--- src/rtl/cw_target_bridge.sv ---
// Target-side endpoint of the compressed CW bus. It decodes the header, address
// and data words from the CW link and replays them as classic Wishbone single/burst cycles.
module cw_target_bridge #(
  parameter int WB_ADDR_W = 24,
  parameter int RW        = 16,
  parameter int TIMEOUT   = 255
) (
  input  logic                 i_clk,
  input  logic                 i_rst_n,
  input  logic [RW-1:0]        cw_io_i,
  output logic [RW-1:0]        cw_io_o,
  output logic                 cw_io_oe,
  input  logic                 cw_req,
  output logic                 cw_ack,
  output logic                 cw_err,
  output logic                 wb_cyc,
  output logic                 wb_stb,
  output logic                 wb_we,
  output logic [WB_ADDR_W-1:0] wb_adr,
  output logic [RW-1:0]        wb_o_dat,
  input  logic [RW-1:0]        wb_i_dat,
  output logic [1:0]           wb_sel,
  input  logic                 wb_ack,
  input  logic                 wb_err
);

  localparam int WDOG_W = $clog2(TIMEOUT + 1);

  typedef enum logic [2:0] {
    S_IDLE,
    S_ADDR,
    S_WDATA,
    S_WREQ,
    S_RREQ,
    S_RRESP,
    S_ERR
  } state_t;

  state_t               r_state;
  logic                 r_we_hdr;
  logic [1:0]           r_burst;
  logic [7:0]           r_adr_hi;
  logic [3:0]           r_beats;
  logic [WDOG_W-1:0]    r_wdog;

  logic [RW-1:0]        r_cw_io_o;
  logic                 r_cw_io_oe;
  logic                 r_cw_ack;
  logic                 r_cw_err;
  logic                 r_wb_cyc;
  logic                 r_wb_stb;
  logic                 r_wb_we;
  logic [WB_ADDR_W-1:0] r_wb_adr;
  logic [RW-1:0]        r_wb_o_dat;
  logic [1:0]           r_wb_sel;

  logic                 w_wdog_exp;
  logic                 w_fail;
  logic                 w_last;
  logic [3:0]           w_hdr_beats;
  logic [WB_ADDR_W-1:0] w_hdr_adr;

  assign w_wdog_exp = (r_wdog == WDOG_W'(TIMEOUT));
  // A slave error beats a simultaneous ack; the watchdog only fires when no response arrives.
  assign w_fail     = wb_err | (~wb_ack & w_wdog_exp);
  assign w_last     = (r_beats == 4'd1);
  assign w_hdr_adr  = WB_ADDR_W'({r_adr_hi, cw_io_i[15:0]});

  always_comb begin
    case (r_burst)
      2'b00:   w_hdr_beats = 4'd1;
      2'b01:   w_hdr_beats = 4'd4;
      2'b10:   w_hdr_beats = 4'd8;
      default: w_hdr_beats = 4'd0;
    endcase
  end

  always_ff @(posedge i_clk or negedge i_rst_n) begin
    if (!i_rst_n) begin
      r_state    <= S_IDLE;
      r_we_hdr   <= 1'b0;
      r_burst    <= 2'b00;
      r_adr_hi   <= '0;
      r_beats    <= '0;
      r_wdog     <= '0;
      r_cw_io_o  <= '0;
      r_cw_io_oe <= 1'b0;
      r_cw_ack   <= 1'b0;
      r_cw_err   <= 1'b0;
      r_wb_cyc   <= 1'b0;
      r_wb_stb   <= 1'b0;
      r_wb_we    <= 1'b0;
      r_wb_adr   <= '0;
      r_wb_o_dat <= '0;
      r_wb_sel   <= 2'b00;
    end else begin
      // NOTE: non-blocking defaults at the top turn cw_ack/cw_err into one-cycle pulses;
      // any later assignment in the same cycle overrides them.
      r_cw_ack <= 1'b0;
      r_cw_err <= 1'b0;

      case (r_state)
        S_IDLE: begin
          if (cw_req) begin
            r_we_hdr <= cw_io_i[15];
            r_burst  <= cw_io_i[14:13];
            r_wb_sel <= cw_io_i[12:11];
            r_adr_hi <= cw_io_i[7:0];
            r_state  <= S_ADDR;
          end
        end

        S_ADDR: begin
          if (cw_req) begin
            r_wb_adr <= w_hdr_adr;
            r_beats  <= w_hdr_beats;
            r_wdog   <= '0;
            if (r_burst == 2'b11) begin
              r_cw_err <= 1'b1;
              r_state  <= S_ERR;
            end else if (r_we_hdr) begin
              r_state <= S_WDATA;
            end else begin
              // The bridge takes the bus from the first read request; the address
              // word cycle has already passed, which gives the turnaround gap.
              r_wb_cyc   <= 1'b1;
              r_wb_stb   <= 1'b1;
              r_wb_we    <= 1'b0;
              r_cw_io_oe <= 1'b1;
              r_state    <= S_RREQ;
            end
          end
        end

        S_WDATA: begin
          if (cw_req) begin
            r_wb_o_dat <= cw_io_i;
            r_wb_cyc   <= 1'b1;
            r_wb_stb   <= 1'b1;
            r_wb_we    <= 1'b1;
            r_wdog     <= '0;
            r_state    <= S_WREQ;
          end
        end

        S_WREQ: begin
          if (w_fail) begin
            r_wb_cyc <= 1'b0;
            r_wb_stb <= 1'b0;
            r_wb_we  <= 1'b0;
            r_cw_err <= 1'b1;
            r_state  <= S_ERR;
          end else if (wb_ack) begin
            r_wb_cyc <= 1'b0;
            r_wb_stb <= 1'b0;
            r_wb_we  <= 1'b0;
            r_wb_adr <= r_wb_adr + 1'b1;
            r_beats  <= r_beats - 4'd1;
            r_cw_ack <= 1'b1;
            r_state  <= w_last ? S_IDLE : S_WDATA;
          end else begin
            r_wdog <= r_wdog + 1'b1;
          end
        end

        S_RREQ: begin
          if (w_fail) begin
            r_wb_cyc   <= 1'b0;
            r_wb_stb   <= 1'b0;
            r_cw_io_oe <= 1'b0;
            r_cw_err   <= 1'b1;
            r_state    <= S_ERR;
          end else if (wb_ack) begin
            r_wb_cyc  <= 1'b0;
            r_wb_stb  <= 1'b0;
            r_wb_adr  <= r_wb_adr + 1'b1;
            r_cw_io_o <= wb_i_dat;
            r_cw_ack  <= 1'b1;
            r_state   <= S_RRESP;
          end else begin
            r_wdog <= r_wdog + 1'b1;
          end
        end

        S_RRESP: begin
          if (w_last) begin
            r_beats    <= '0;
            r_cw_io_oe <= 1'b0;
            r_state    <= S_IDLE;
          end else begin
            r_beats  <= r_beats - 4'd1;
            r_wb_cyc <= 1'b1;
            r_wb_stb <= 1'b1;
            r_wdog   <= '0;
            r_state  <= S_RREQ;
          end
        end

        S_ERR: begin
          r_beats <= '0;
          r_state <= S_IDLE;
        end

        default: r_state <= S_IDLE;
      endcase
    end
  end

  assign cw_io_o  = r_cw_io_o;
  assign cw_io_oe = r_cw_io_oe;
  assign cw_ack   = r_cw_ack;
  assign cw_err   = r_cw_err;
  assign wb_cyc   = r_wb_cyc;
  assign wb_stb   = r_wb_stb;
  assign wb_we    = r_wb_we;
  assign wb_adr   = r_wb_adr;
  assign wb_o_dat = r_wb_o_dat;
  assign wb_sel   = r_wb_sel;

endmodule

--- config.mk ---
export PLATFORM = sky130hd
export DESIGN_NAME = cw_target_bridge
export DESIGN_NICKNAME = d
export VERILOG_FILES = /design/src/rtl/cw_target_bridge.sv
export SDC_FILE = /design/constraint.sdc
export NUM_CORES = 1
export LEC_CHECK = 0
export BUFFER_PORTS_ARGS = -buffer_cell sky130_fd_sc_hd__buf_2
export CAP_MARGIN = 20
export CORE_MARGIN = 10
export CORE_UTILIZATION = 55
export DETAILED_ROUTE_END_ITERATION = 10
export GPL_TIMING_DRIVEN = 0
export HOLD_SLACK_MARGIN = 0.08
export PLACE_DENSITY = 0.81
export SETUP_SLACK_MARGIN = 0.1
export SYNTH_ARGS = -nofsm -noshare
export SYNTH_HDL_FRONTEND = slang
export SYNTH_SLANG_ARGS = --single-unit
export TNS_END_PERCENT = 20
--- constraint.sdc ---
create_clock -name i_clk -period 2.26 [get_ports i_clk]
set_clock_uncertainty 0.05 [all_clocks]
set_input_delay 0.113 -clock i_clk [delete_from_list [all_inputs] [get_ports i_clk]]
set_output_delay 0.113 -clock i_clk [all_outputs]
set_load 0.02 [all_outputs]
==> out/results.tsv, run 1 <==
stage	metric	value	unit
routing	routed_via_density	6.104	
layout	syn2layout_area_growth	27.79	%
pwr	p_leak	0.002700	uW
setup_path	cp.required	2470	ps
synthesis	avgSynthCellArea	10.46	um^2
layout	drive_above_1_share	34.18	%
routing	route.final.wire_length	13540	um
routing	firstDrtPassIters	5	
placement	gp_congestion	0.9325	
synthesis	synth_cells	442	
setup_path	path_max_fanout	10	
pwr	p_seq_share	33.9	%
run_status	status	finished, final reports clean	
global_routing	antenna_found_initial	0	
die	die_x	111.7	um
sta	slew_viol_final	0	
layout	n_fill_cell	601	
clock_network	h-tree-depth	3	
placement	placedCellCount	647	
synthesis	synth.area.top_cells	dfrtp_1 (48%), mux2_2 (11%), a21oi_1 (2.9%)	
pwr	switchingPower	3916	uW
setup_path	cp-end-kind	flip-flop	
sta	finalSetupTns	0	ps
synthesis	syn_nets	483	
global_routing	grt_use_total	21.24	%
synthesis	seq_area_frac_synth	48.16	%
routing	drc	0	
hold_path	hold_path_class	in -> async	
layout	utilization	71.92	%
pwr	power_density	1429	nW/um^2
sta	rsz0062_at_grt	yes	
setup_path	arrival	2340	ps
clock_network	cts_buffers	9	
setup_path	startpoint_type	flip-flop	
clock_network	clockBufferDepth	2	
die	die_h	111.7	um
sta	slew-limit-headroom	62.50	%
synthesis	synthDistinctLibCells	63	
clock_network	clk_pin_slew	110	ps
synthesis	synth_top_area_share	48.16	%
global_routing	grt_max_degree	65	
routing	wire_per_inst	19.37	um
layout	stdcell_count	699	
routing	num_vias	4267	
pwr	combPwrFrac	52.8	%
synthesis	synth_edf_count	0	
pwr	intPower	4530	uW
pwr	swShare	46.37	%
die	coreArea	8217	um^2
die	initial_core_util	56.28	%
synthesis	synthArstFlopShare	100.0	%
sta	max_freq	469.5	MHz
die	dieArea	12480	um^2
sta	setup_violations	0	
setup_path	crit_type	reg -> reg	
placement	dp_hpwl	9342	um
sta	fin_crit	2130	ps
global_routing	grt_pass1_wl	22050	um
layout	layout.cells.most_common_list	buf_2 (111), dfrtp_1 (88), mux2_2 (44)	
die	rows	33	
die	pin_count	101	
synthesis	ys_ff_latch	89	
synthesis	synthesis.area	4624	um^2
job	drv_cap	0	
synthesis	yosys_most_used_dff	dfrtp_1	
global_routing	grt_pass1_vias	4380	
clock_network	cts.root.buffer_cell	clkbuf_8	
global_routing	grt-ovfl-total	0	
layout	mostFrequentLayoutCell	buf_2	
clock_network	clock_latency	380	ps
routing	postRouteAntennaNets	0	
placement	io_buffers	99	
clock_network	cts_tree	yes	
sta	worstMarginPinSlew	559.1	ps
synthesis	ys_warn_count	0	
sta	hold_viol	0	
layout	fin_nets	630	
layout	n_antenna_cell	0	
routing	initialDrtViolationCount	367	
clock_network	cts.sinks	89	
pwr	ir_worst_vdd	0.8047	mV
synthesis	yosys.area.top_type	dfrtp_1	
pwr	power.clock.fraction	13.3	%
sta	finalCritPeriodShare	94.24	%
-- stage by stage --
step	area, um^2	worst slack, ps	hold slack, ps	power, uW
floorplan	4624	338.7	-232.6	5774
global placement	5251	27.36	295.5	7002
detailed placement	5281	7.030	6.985	7161
CTS	5864	100.3	128.0	8379
global route	5909	37.28	149.3	9013
finish	5909	130.2	123.7	8445
-- state kept, by name (all words and copies together), names as in the netlist, 2 cells and up --
signal and cells:
cw_io_o 16, r_adr_hi 8, r_beats 4, r_burst 2, r_state 3, r_wdog 8, wb_adr 24, wb_o_dat 16
wb_sel 2
-- repair_timing --
item / CTS / global route
pin swaps: 0 / 3
hold endpoints to repair: 148 / 0
hold buffers: 35 / 0
gates resized for setup: 5 / 10
endpoints found under the setup margin: 24 / 35
setup buffers: 0 / 1
-- critical path, cell delays in order, from the launching register on --
cell and delay [ps]:
dfrtp_2 470, ha_1 220, and4b_1 210, a211oi_1 370, buf_2 290, nand3_1 100
o21ai_0 180, a31oi_1 110
-- layer usage --
metal | wire length [um] | GRT usage (%)
met5 | 0 | 0
met4 | 242 | 7.712
met3 | 1135 | 6.173
met2 | 6807 | 36.05
met1 | 5353 | 24.91
-- worst paths after layout --
check                           depth (start not counted)  slack, ps  startpoint      endpoint
worst max-delay path                                    7        130   r_wdog[0]     r_wdog[7]
worst min-delay path                                    2        120     i_rst_n    cw_io_o[8]
worst max register to register                          7        130   r_wdog[0]     r_wdog[7]
worst min register to register                          1        450       wb_we         wb_we
max in group asynchronous                               3       1390     i_rst_n  wb_o_dat[12]
min in group i_clk                                      3        200      wb_ack        cw_ack
-- cells by family (layout without fill, tap and decap cells) --
logic type      count (synthesis)  count (layout)  synth area share [%]
buf+inv                        36             188                 4.627
simple gates                  133             133                 14.94
flops                          89              89                 48.16
compound gates                134             134                 20.08
mux                            45              45                 10.93
xor+xnor                        1               1                0.1894
fa+ha+maj                       4               4                 1.082
-- Yosys cell counts, drive strengths merged, types with 3 or more instances --
master / count
a21o: 6
nand4: 10
a211oi: 4
ha: 4
o31a: 3
a31oi: 8
o211ai: 3
o22a: 3
nor3b: 3
buf: 25
o22ai: 9
and3: 8
a22o: 3
a2bb2oi: 7
nor3: 10
mux2: 44
nor2: 26
a21oi: 29
nand2b: 9
inv: 9
dfrtp: 89
nor2b: 3
a22oi: 3
nand2: 35
o31ai: 7
nand3: 18
o21ai: 31
-- final cells by class --
type,count,area (um^2),share of cell area [%]
multi-input cells,317,2225,37.65
plain buffers,27,190.2,3.218
flip-flops and latches,89,2228,37.71
well taps,105,131.4,2.223
inverters,9,33.78,0.5717
clock inverters,7,81.33,1.376
clock buffers,9,123.9,2.096
repair buffers,136,895.9,15.16
-- power groups by stage --
stage               registers [uW]  clock network (uW)  logic (uW)
finish                        2870                1120        4460
CTS                           2840                1140        4390
detailed placement            2870                   0        4300
global placement              2810                   0        4190
global route                  2960                1200        4850
floorplan                     3440                   0        2340
Note: power is estimated with default switching activity, not from simulation.
==> run 2: changes to the inputs <==
--- a/config.mk
+++ b/config.mk
@@ -13,6 +13,7 @@
 export GPL_TIMING_DRIVEN = 0
 export HOLD_SLACK_MARGIN = 0.08
 export PLACE_DENSITY = 0.81
+export RECOVER_POWER = 100
 export SETUP_SLACK_MARGIN = 0.1
 export SYNTH_ARGS = -nofsm -noshare
 export SYNTH_HDL_FRONTEND = slang
==> run 2 against run 1 <==
- clock power barely moved
- wire length increased by 0.19%
- cell area shrank 2.2%
- worst setup slack improved by 4.3 ps
- sequential share of layout area is 0.83 points higher
- count of clock-buffer cells in the layout did not move
- cell count unchanged
- critical path type unchanged
- critical endpoint is now wb_adr[14]
- largest power group unchanged
==> out/results.tsv, run 2 (synthesis gave the netlist of run 1 again) <==
stage	metric	value	unit	change
run_status	status	finished, final reports clean		
global_routing	met2_usage	36.05	%	unchanged
layout	fin_nets	630		unchanged
routing	initialDrtViolationCount	347		-5.4%
sta	worstMarginPinSlew	1440	ps	+880.9 ps
layout	layout.cells.most_common_list	dfrtp_1 (88), clkbuf_1 (67), mux2_2 (44)		
sta	finalCritPeriodShare	94.05	%	-0.19 points
routing	firstDrtPassIters	4		-1
routing	wire_per_inst	19.40	um	+0.19%
clock_network	h-tree-depth	3		unchanged
die	initial_core_util	56.28	%	unchanged
clock_network	cts_tree	yes		
die	die_x	111.7	um	unchanged
global_routing	grt_pass1_vias	4380		unchanged
setup_path	path_max_fanout	10		unchanged
layout	n_fill_cell	643		+7.0%
sta	finalSetupTns	0	ps	unchanged
setup_path	crit_type	reg -> reg		
sta	slew_viol_final	0		unchanged
die	die_h	111.7	um	unchanged
layout	seq_area	2228	um^2	unchanged
sta	rsz0062_at_grt	yes		
routing	drc	0		unchanged
global_routing	met3_usage	6.173	%	unchanged
routing	route.final.wire_length	13560	um	+0.19%
placement	io_buffers	99		unchanged
pwr	ir_worst_vdd	0.7882	mV	-2.0%
die	dieArea	12480	um^2	unchanged
sta	max_freq	470.5	MHz	+0.20%
layout	multi_input_area	2221	um^2	-0.17%
job	drv_cap	0		unchanged
die	pin_count	101		unchanged
die	coreArea	8217	um^2	unchanged
placement	dp_hpwl	9342	um	unchanged
pwr	p_leak	0.002478	uW	-8.2%
setup_path	arrival	2330	ps	about the same
clock_network	clock_latency	380	ps	about the same
setup_path	cp.required	2460	ps	about the same
sta	slew-limit-headroom	4.003	%	-58 points
sta	setup_violations	0		unchanged
layout	syn2layout_area_growth	25.03	%	
clock_network	clk_pin_slew	100	ps	about the same
layout	fin_area	5782	um^2	-2.2%
global_routing	antenna_found_initial	0		unchanged
global_routing	grt_max_degree	65		unchanged
hold_path	hold_path_class	in -> reg		
global_routing	grt_util_met1	24.91	%	unchanged
clock_network	cts.sinks	89		unchanged
clock_network	cts.root.buffer_cell	clkbuf_8		
layout	n_antenna_cell	0		unchanged
layout	drive_above_1_share	22.90	%	-11 points
sta	hold_viol	0		unchanged
die	rows	33		unchanged
global_routing	grt-ovfl-total	0		unchanged
routing	postRouteAntennaNets	0		unchanged
global_routing	grt_use_total	21.24	%	unchanged
routing	num_vias	4249		-0.42%
placement	post_dp_cell_area	5281	um^2	unchanged
setup_path	cp-end-kind	flip-flop		
setup_path	startpoint_type	flip-flop		
layout	largest_register_ffs	24		unchanged
global_routing	grt_pass1_wl	22050	um	unchanged
clock_network	cts_buffers	9		unchanged
pwr	power_density	1431	nW/um^2	+0.14%
routing	routed_via_density	6.079		-0.42%
layout	mostFrequentLayoutCell	dfrtp_1		
clock_network	clockBufferDepth	2		unchanged
global_routing	busiest_layer	met2		
placement	gp_congestion	0.9325		unchanged
sta	fin_crit	2125	ps	-4.333 ps
run 2: metal layers:
layer / up-vias / routed length [um]
li1: 1948 / -
met1: 2059 / 5454
met2: 214 / 6761
met3: 28 / 1060
met4: 0 / 286
met5: - / 0
run 2: final timing paths:
path | startpoint | end | slack, ps | cells after the start
min in group asynchronous | i_rst_n | cw_io_o[8] | 540 | 2
max | r_wdog[0] | wb_adr[14] | 130 | 7
min reg2reg | wb_we | wb_we | 450 | 1
max in group asynchronous | i_rst_n | r_wdog[0] | 350 | 3
max reg2reg | r_wdog[0] | wb_adr[14] | 130 | 7
min | wb_ack | cw_ack | 190 | 3
run 2: worst max-delay path, stage by stage (launching register included):
cell      delay (ps)
dfrtp_2          470
ha_1             230
and4b_1          220
a21oi_2          190
clkbuf_4         260
nand3_1          170
o311ai_0         300
o21ai_1          110
run 2: what timing repair did:
| item | CTS | global route |
|---|---|---|
| hold buffers | 35 | 0 |
| hold endpoints to repair | 148 | 0 |
| gates resized for setup | 5 | 10 |
| buffers inserted | 0 | 1 |
| pin swaps | 0 | 3 |
| endpoints found under the setup margin | 24 | 35 |
run 2: metrics by stage:
step	hold slack [ps]	setup WS [ps]	util, %	total power (uW)	std cells
2_1_floorplan	-232.6	338.7	-	5774	442
3_3_place_gp	295.5	27.36	63.91	7002	646
3_5_place_dp	6.985	7.030	64.28	7161	647
4_1_cts	128.0	100.3	71.37	8379	698
5_1_grt	186.6	21.58	70.37	8840	699
6_report	192.2	134.6	70.37	8274	699
run 2: area by class of cell:
class                   instances  area share, %
well taps                     105          2.272
repair buffers                136          13.76
inverters                       9         0.5843
clock buffers                   9          2.142
flip-flops and latches         89          38.54
plain buffers                  27          2.878
clock inverters                 7          1.407
multi-input cells             317          38.41
run 2: power breakdown:
part	switching [uW]	internal (uW)
clock	682	441
sequential	581	2300
combinational	2670	1610
total	3930	4340
==> run 3: changes to the inputs <==
--- a/config.mk
+++ b/config.mk
@@ -8,13 +8,14 @@
 export BUFFER_PORTS_ARGS = -buffer_cell sky130_fd_sc_hd__buf_2
 export CAP_MARGIN = 20
 export CORE_MARGIN = 10
-export CORE_UTILIZATION = 55
+export CORE_UTILIZATION = 56
+export CTS_BUF_LIST = sky130_fd_sc_hd__clkbuf_8
 export DETAILED_ROUTE_END_ITERATION = 10
 export GPL_TIMING_DRIVEN = 0
 export HOLD_SLACK_MARGIN = 0.08
-export PLACE_DENSITY = 0.81
+export PLACE_DENSITY = 0.82
 export RECOVER_POWER = 100
-export SETUP_SLACK_MARGIN = 0.1
+export SETUP_SLACK_MARGIN = 0.15
 export SYNTH_ARGS = -nofsm -noshare
 export SYNTH_HDL_FRONTEND = slang
 export SYNTH_SLANG_ARGS = --single-unit
==> run 3 against run 2 <==
- sequential power about the same
- highest routed layer unchanged
- critical path depth unchanged
- global-route usage barely moved
- register-to-register slack lost 50 ps
- critical endpoint is now wb_adr[6]
==> out/results.tsv, run 3 (synthesis gave the netlist of run 1 again) <==
stage	metric	value	unit	change
run_status	status	finished, final reports clean		
sta	max_freq	459.8	MHz	-2.3%
clock_network	cts.root.buffer_cell	clkbuf_8		
setup_path	rr_endpoint	wb_adr[6]		
layout	syn2layout_area_growth	26.22	%	
global_routing	grt_pass1_wl	22100	um	+0.25%
job	drv_cap	0		unchanged
setup_path	cpLargestDelayFamily	compound AO/OA/AOI/OAI gates		
layout	n_fill_cell	618		-3.9%
clock_network	cts_tree	yes		
layout	fin_nets	636		+0.95%
global_routing	antenna_found_initial	0		unchanged
setup_path	crit_type	reg -> reg		
setup_path	cp.required	2470	ps	about the same
global_routing	grt_pass1_vias	4355		-0.57%
sta	hold_slack	108.6	ps	-83.59 ps
die	die_h	110.9	um	-0.73%
global_routing	grt_use_total	21.28	%	+0.044 points
routing	wire_per_inst	19.38	um	-0.11%
clock_network	cts_buffers	9		unchanged
sta	rsz0062_at_grt	yes		
placement	gp_congestion	0.9402		+0.83%
placement	post_dp_cell_area	5281	um^2	unchanged
layout	mostFrequentLayoutCell	dfrtp_1		
die	die_x	110.9	um	-0.73%
clock_network	clockBufferDepth	2		unchanged
hold_path	hold_start	cw_req		
routing	postRouteAntennaNets	0		unchanged
routing	firstDrtPassIters	5		+1
sta	worst_slack	85.25	ps	-49.33 ps
setup_path	crit_chain	buf_2 -> nand2b_1 -> o2bb2ai_4 -> o21ai_2 -> clkbuf_2 -> o21ai_0 -> o21ai_0		
routing	route.final.wire_length	13660	um	+0.74%
clock_network	h-tree-depth	3		unchanged
pwr	p_leak	0.002517	uW	+1.6%
setup_path	r2r_slack	90	ps	-50 ps
sta	slew-limit-headroom	43.64	%	+40 points
pwr	power	8368	uW	+1.1%
setup_path	slowest_stage	dfrtp_1		
die	pin_count	101		unchanged
global_routing	grt-ovfl-total	0		unchanged
sta	slew_viol_final	0		unchanged
placement	post-place-ws	-69.09	ps	-76.12 ps
setup_path	rr_startpoint	r_state[2]		
sta	worstMarginPinSlew	845.4	ps	-594.6 ps
routing	routed_via_density	6.130		+0.85%
placement	dp_hpwl	9186	um	-1.7%
layout	n_antenna_cell	0		unchanged
setup_path	rr_worst_depth	7		unchanged
pwr	ir_worst_vdd	0.9478	mV	+20%
sta	fin_crit	2175	ps	+49.33 ps
hold_path	whs_path_depth	3		unchanged
setup_path	path_max_fanout	10		unchanged
setup_path	cp-end-kind	flip-flop		
setup_path	startpoint_type	flip-flop		
layout	drive_above_1_share	24.67	%	+1.8 points
die	rows	33		unchanged
hold_path	hold_end	r_state[0]		
sta	finalCritPeriodShare	96.23	%	+2.2 points
setup_path	critPathBufInv	2		+1
hold_path	hold_path_class	in -> reg		
clock_network	cts.sinks	89		unchanged
layout	fin_area	5837	um^2	+0.95%
setup_path	cp_slowest_stage_delay	420	ps	-50 ps
sta	setup_violations	0		unchanged
sta	hold_viol	0		unchanged
die	initial_core_util	56.85	%	+0.57 points
clock_network	clk_pin_slew	90	ps	about the same
global_routing	grt_max_degree	55		-15%
routing	num_vias	4322		+1.7%
setup_path	arrival	2380	ps	+50 ps
pwr	power_density	1434	nW/um^2	+0.17%
clock_network	clock_latency	380	ps	about the same
placement	io_buffers	99		unchanged
layout	layout.cells.most_common_list	dfrtp_1 (87), clkbuf_1 (65), mux2_2 (44)		
layout	largest_register_ffs	24		unchanged
routing	initialDrtViolationCount	270		-22%
die	coreArea	8134	um^2	-1.0%
routing	drc	0		unchanged
die	dieArea	12290	um^2	-1.5%
setup_path	crit_top_cell	o21ai_0		
## run 3: cell types whose count changed in the layout (fill, tap and decap cells not counted), sizes merged
cell / previous run / this run
dlygate4sd3: 35 / 34
clkinv: 4 / 6
inv: 12 / 9
buf: 51 / 58
bufinv: 0 / 1
## run 3: report_power, final
part | switching (uW) | total (uW) | internal (uW)
clock | 598 | 1110 | 511
combinational | 2710 | 4370 | 1660
sequential | 586 | 2890 | 2300
total | 3890 | 8370 | 4470
## run 3: timing repair
action | 4_1_cts | 5_1_grt
hold buffers | 34 | 0
buffers inserted | 0 | 7
cloned | 0 | 1
setup endpoints to repair | 38 | 48
hold endpoints to repair | 140 | 0
gates resized for setup | 9 | 15
pin swaps | 0 | 3
## run 3: final cells by class
| class | count | area [um^2] | share of cell area (%) |
|---|---|---|---|
| well taps | 105 | 131.4 | 2.251 |
| clock buffers | 9 | 123.9 | 2.122 |
| clock inverters | 7 | 71.32 | 1.222 |
| inverters | 9 | 33.78 | 0.5788 |
| repair buffers | 142 | 830.8 | 14.23 |
| multi-input cells | 317 | 2230 | 38.20 |
| flip-flops and latches | 89 | 2230 | 38.20 |
| plain buffers | 27 | 186.4 | 3.194 |
## run 3: how the worst max path moves through the flow
stage | startpoint | end | cells past startpoint
after detailed placement | r_state[2] | wb_o_dat[11] | 6
after global placement | r_state[2] | wb_o_dat[12] | 6
after floorplan | wb_adr[0] | wb_adr[12] | 7
final | r_state[2] | wb_adr[6] | 7
after CTS | r_state[2] | wb_o_dat[11] | 6
after global routing | r_state[1] | r_wdog[7] | 8
## run 3: layer usage
layer / wire length [um] / up-vias / global-route usage (%)
li1: - / 1958 / -
met1: 5295 / 2070 / 25.64
met2: 6745 / 253 / 35.42
met3: 1234 / 41 / 5.141
met4: 389 / 0 / 9.028
met5: 0 / - / 0
## run 3: worst reg2reg max path: stages, from the launching register on
cell and delay [ps]:
dfrtp_1 420, buf_2 200, nand2b_1 270, o2bb2ai_4 370, o21ai_2 200, clkbuf_2 250, o21ai_0 200, o21ai_0 100
## run 3: metrics by stage
stage               instances  setup TNS, ps  util [%]
floorplan                 442              0         -
global placement          646              0     64.56
detailed placement        647         -579.6     64.93
CTS                       697              0     72.00
global route              705              0     71.76
finish                    705              0     71.76
